**config.mk**
```make
export PLATFORM = sky130hd
export DESIGN_NAME = pe_loader
export DESIGN_NICKNAME = d
export VERILOG_FILES = /design/src/rtl/pe_pkg.sv /design/src/rtl/pe_loader_cnt.sv /design/src/rtl/pe_loader.sv
export SDC_FILE = /design/constraint.sdc
export NUM_CORES = 1
export LEC_CHECK = 0
export BUFFER_PORTS_ARGS = -buffer_cell sky130_fd_sc_hd__buf_2
export CORE_UTILIZATION = 40
export DETAILED_ROUTE_END_ITERATION = 10
export PLACE_DENSITY = 0.8
export SYNTH_ARGS = -nofsm -noshare
export SYNTH_HDL_FRONTEND = slang
export SYNTH_SLANG_ARGS = --single-unit
```
**constraint.sdc**
```tcl
create_clock -name aclk -period 2.4 [get_ports aclk]
set_input_delay 0.24 -clock aclk [delete_from_list [all_inputs] [get_ports aclk]]
set_output_delay 0.24 -clock aclk [all_outputs]
set_load 0.01 [all_outputs]
```
**src/rtl/pe_pkg.sv**
```systemverilog
// pe_pkg: shared types and constants for the PE loader and controller
package pe_pkg;
  localparam int DATA_W = 32;
  typedef enum logic [1:0] {IDLE, LOAD, DONE} state_t;
  function automatic int depth(input int l);
    return 2 ** (l + 1);
  endfunction
endpackage

```
**src/rtl/pe_loader_cnt.sv**
```systemverilog
// pe_loader_cnt: load address counter with clear, enable and last flag; ports clk, rst, clr_i, en_i -> count_o (address bits), last_o (count==LAST)
module pe_loader_cnt #(
  parameter int CW = 6,
  parameter int AW = 5,
  parameter int LAST = 31
) (
  input  logic          clk,
  input  logic          rst,
  input  logic          clr_i,
  input  logic          en_i,
  output logic [AW-1:0] count_o,
  output logic          last_o
);
  logic [CW-1:0] count_q;
  always_ff @(posedge clk)
    if (rst || clr_i) count_q <= '0;
    else if (en_i) count_q <= count_q + 1'b1;
  assign count_o = count_q[AW-1:0];
  assign last_o = count_q == CW'(LAST);
endmodule

```
**src/rtl/pe_loader.sv**
```systemverilog
// pe_loader: streams DEPTH words into PE local memory then pulses pe_start; ports aclk/areset, start/abort, s_data/s_valid/s_ready, wraddr/wrdata/wren, done, pe_start, and checksum when PE_LOADER_CHECKSUM_EN is defined
module pe_loader
  import pe_pkg::*;
#(
  parameter int VECTOR_SIZE = 16,
  parameter int L_RAM_SIZE = 4
) (
  input  logic                  aclk,
  input  logic                  areset,
  input  logic                  start,
  input  logic                  abort,
  input  logic [DATA_W-1:0]     s_data,
  input  logic                  s_valid,
  output logic                  s_ready,
  output logic [L_RAM_SIZE:0]   wraddr,
  output logic [DATA_W-1:0]     wrdata,
  output logic                  wren,
  output logic                  done,
  output logic                  pe_start
`ifdef PE_LOADER_CHECKSUM_EN
  ,
  output logic [DATA_W-1:0]     checksum
`endif
);
  localparam int AW = L_RAM_SIZE + 1;
  localparam int LAST = depth(L_RAM_SIZE) - 1;
  if (VECTOR_SIZE != 2 ** L_RAM_SIZE) begin : g_bad_size
    $error("VECTOR_SIZE must equal 2**L_RAM_SIZE");
  end
  state_t state_q, state_d;
  logic hs, clr, last, wren_q, done_q, pe_start_q;
  logic [AW-1:0] count, wraddr_q;
  logic [DATA_W-1:0] wrdata_q;
  // start is ignored mid-load, so only a start outside LOAD restarts the count
  assign clr = abort || (start && state_q != LOAD);
  pe_loader_cnt #(.CW(L_RAM_SIZE + 2), .AW(AW), .LAST(LAST)) u_cnt (
    .clk(aclk), .rst(areset), .clr_i(clr), .en_i(hs), .count_o(count), .last_o(last)
  );
  always_ff @(posedge aclk)
    if (areset) state_q <= IDLE;
    else state_q <= state_d;
  always_comb
    state_d = abort ? IDLE :
              state_q == IDLE ? (start ? LOAD : IDLE) :
              state_q == LOAD ? ((hs && last) ? DONE : LOAD) :
              state_q == DONE ? (start ? LOAD : DONE) : IDLE;
  always_comb begin
    s_ready = state_q == LOAD && !areset;
    hs = s_ready && s_valid && !abort;
  end
  always_ff @(posedge aclk)
    if (areset) begin
      wren_q <= 1'b0;
      wraddr_q <= '0;
      wrdata_q <= '0;
      pe_start_q <= 1'b0;
      done_q <= 1'b0;
    end else begin
      wren_q <= hs;
      if (hs) wraddr_q <= count;
      if (hs) wrdata_q <= s_data;
      pe_start_q <= wren_q && wraddr_q == AW'(LAST);
      done_q <= clr ? 1'b0 : (wren_q && wraddr_q == AW'(LAST)) ? 1'b1 : done_q;
    end
  assign wren = wren_q;
  assign wraddr = wraddr_q;
  assign wrdata = wrdata_q;
  assign pe_start = pe_start_q;
  assign done = done_q;
`ifdef PE_LOADER_CHECKSUM_EN
  logic [DATA_W-1:0] sum_q;
  always_ff @(posedge aclk)
    if (areset || clr) sum_q <= '0;
    else if (hs) sum_q <= sum_q + s_data;
  assign checksum = sum_q;
`endif
endmodule
```
==> impl_metrics.env <==
export IMPL_hold_buffers=0
export IMPL_rr_startpoint="state_q[0]$_SDFF_PP0_"
export IMPL_final_cell_mix="buf_2, dfxtp_1, nand3_1, a21oi_1, o21ai_0"
export IMPL_num_vias=1857
export IMPL_path_class="flop to flop"
export IMPL_cp_data_required_time_ns=2.62
export IMPL_pwr_share_seq=0.583
export IMPL_p_comb_frac=0.070
export IMPL_synth_top_family_by_area="compound AO/OA/AOI/OAI gates"
export IMPL_post_cts_resized=0
export IMPL_grt_ovfl_total=0
export IMPL_p_sw_uw=307
export IMPL_min_path_type="input pin to flop"
export IMPL_regToRegSetupSlack_ns=0.53
export IMPL_clock_latency_ns=0.29
export IMPL_failed_checks="DRC"
export IMPL_grt_total_usage=0.177
export IMPL_outcome="complete, but fails checks"
export IMPL_yosysWarnings=0
export IMPL_mostFrequentLayoutCell="buf_2"
export IMPL_firstDrtPassIters=8
export IMPL_start_kind="flop"
export IMPL_whs_ns=0.185
export IMPL_critPathCaptureType="flop"
export IMPL_worstRegToRegCells=3
export IMPL_remaining_drc_errors=16
export IMPL_synth_fa_ha_area_frac=0.00659
export IMPL_clockRootBuffer="clkbuf_8"
export IMPL_rows=24
export IMPL_fp_dieW_um=70.9
export IMPL_r2r_end="u_cnt.count_q[3]$_SDFFE_PP0P_"
export IMPL_htree_levels=2
export IMPL_first_global_vias=1607
export IMPL_setup_viol=0
export IMPL_ir_drop_mv=0.299
export IMPL_hold_violations=0
export IMPL_areaGrowthSynthToFinish_pct=25.6
export IMPL_post_cts_buffers=0
export IMPL_nets=330
export IMPL_synth_mux_area_frac=0.0105
export IMPL_min_from="s_data[2]"
export IMPL_tritoncts="yes"
export IMPL_syn_area_per_cell_sq_um=8.37
export IMPL_dieHeight_um=70.9
export IMPL_core_area_sq_mm=0.00444
export IMPL_synth_compound_area_share=0.244
export IMPL_antenna_found_initial=0
export IMPL_hpwl_um=2830
export IMPL_cts_buffers=5
export IMPL_routed_wirelength_um=4540
export IMPL_clk_pin_slew_ns=0.08
export IMPL_syn_area_sq_mm=0.00190
export IMPL_routed_via_density=5.38
export IMPL_yosys_area_share_xor_xnor=0
export IMPL_die_area_sq_mm=0.00503
export IMPL_clock_sinks=48
export IMPL_p_clk_frac=0.347
export IMPL_syn_nets=265
export IMPL_crit_start="state_q[0]$_SDFF_PP0_"
export IMPL_drtIter0Drc=92
export IMPL_grt_max_degree=48
export IMPL_ant_nets=0
export IMPL_cp_endpoint="u_cnt.count_q[3]$_SDFFE_PP0P_"
export IMPL_p_leak_uw=0.000982
export IMPL_worst_pin_slew_ns=0.648
export IMPL_wl_per_cell_um=13.2
export IMPL_synth_cell_type_count=23
export IMPL_grt_pass1_wl_um=7170
export IMPL_rsz0062_at_grt="no"
export IMPL_setup_tns_ns=0
export IMPL_ioPinCount=78
export IMPL_fin_crit_sh=0.778
export IMPL_power_density_mw_per_mm2=578
export IMPL_worstPathArrival_ns=2.09
export IMPL_gp_congestion=0.788
export IMPL_p_sw_frac=0.223
export IMPL_layout_drive_gt1_share=0.307
export IMPL_internal_power_uw=1070
export IMPL_critPathMaxFanout=47
export IMPL_initial_core_util=0.427
export IMPL_drv_cap=0
export IMPL_synth_simple_area_share=0.170
export IMPL_seq_area_frac_synth=0.506
export IMPL_skew_ns=0.00656
export IMPL_portBuffers=77
export IMPL_slew_viol_final=0
export IMPL_netlist_instances=227
export IMPL_antennaDiodeCount=0
export IMPL_clock_path_buffers=2
export IMPL_max_slew_margin=0.563
export IMPL_finalCriticalPeriod_ns=1.87
export IMPL_fmax_mhz=536
export IMPL_synth_seq_cells=48
worst max-delay path: stages, from the launching register on:
cell and delay, ns:
dfxtp_1 0.40, or4b_4 0.71, or4_1 0.53, a21oi_1 0.14
routing by layer:
metal | share of wire | wire length, um | track usage
met5 | 0 | 0 | 0
met1 | 0.45 | 2060 | 0.230
met4 | 0.0068 | 31 | 0.0578
met3 | 0.083 | 378 | 0.0456
met2 | 0.45 | 2070 | 0.287
worst min path at each step:
stage,endpoint,cells after the start
6_report,wrdata[2]$_SDFFE_PP0P_,3
5_1_grt,wrdata[25]$_SDFFE_PP0P_,3
4_1_cts,wrdata[2]$_SDFFE_PP0P_,3
3_5_place_dp,done$_SDFFE_PP0P_,2
3_3_place_gp,done$_SDFFE_PP0P_,2
2_1_floorplan,wrdata[0]$_SDFFE_PP0P_,2
layout make-up:
cell class	count	area, sq um
fillers	453	2060
flip-flops and latches	48	961
repair buffers	81	428
well taps	52	65.1
clock buffers	8	90.1
multi-input cells	152	826
inverters	4	15.0
sequential cells by signal, summed over array words and instances (netlist names):
name / count
wrdata: 32
wraddr: 5
wren: 1
state_q: 2
done: 1
pe_start: 1
u_cnt.count_q: 6
power groups by stage:
| stage | sequential, uW | clock, uW | combinational, uW |
|---|---|---|---|
| final | 804 | 479 | 96.4 |
| after global routing | 805 | 530 | 105 |
| after CTS | 804 | 498 | 96.9 |
| after detailed placement | 823 | 0 | 96.6 |
| after global placement | 823 | 0 | 95.9 |
| after floorplan | 825 | 0 | 48.4 |
through the flow:
| step | total power, uW | cell area (sq um) | util | setup WS [ns] | std cells |
|---|---|---|---|---|---|
| 2_1_floorplan | 873 | 1900 | - | 0.731 | 227 |
| 3_3_place_gp | 919 | 2290 | 0.516 | 0.558 | 337 |
| 3_5_place_dp | 920 | 2290 | 0.516 | 0.534 | 337 |
| 4_1_cts | 1400 | 2380 | 0.537 | 0.530 | 345 |
| 5_1_grt | 1440 | 2380 | 0.537 | 0.427 | 345 |
| 6_report | 1380 | 2380 | 0.537 | 0.533 | 345 |
cell families after synthesis:
family	after synthesis
AOI/OAI and AO/OA	89
and+or+nand+nor	60
DFF	48
buffers and inverters	27
muxes	2
adders and majority gates	1
synth_stat cells (all sizes together):
library cell  count  share of area
a21oi            42           0.11
or4b              1         0.0072
ha                1         0.0066
and4              1         0.0046
inv               4         0.0079
or4               2         0.0079
nand2             1         0.0020
nor4              2         0.0066
nor2b             3         0.0099
buf               4          0.017
nand3            42           0.11
o31ai             2         0.0079
dfxtp            48           0.51
nor4b             1         0.0046
clkbuf           19          0.038
o21ai            41           0.11
or3               1         0.0033
o211ai            3          0.012
nor2              5         0.0099
o221a             1         0.0059
mux2i             2          0.011
nand2b            1         0.0033
Power figures use the tool's default switching activity.
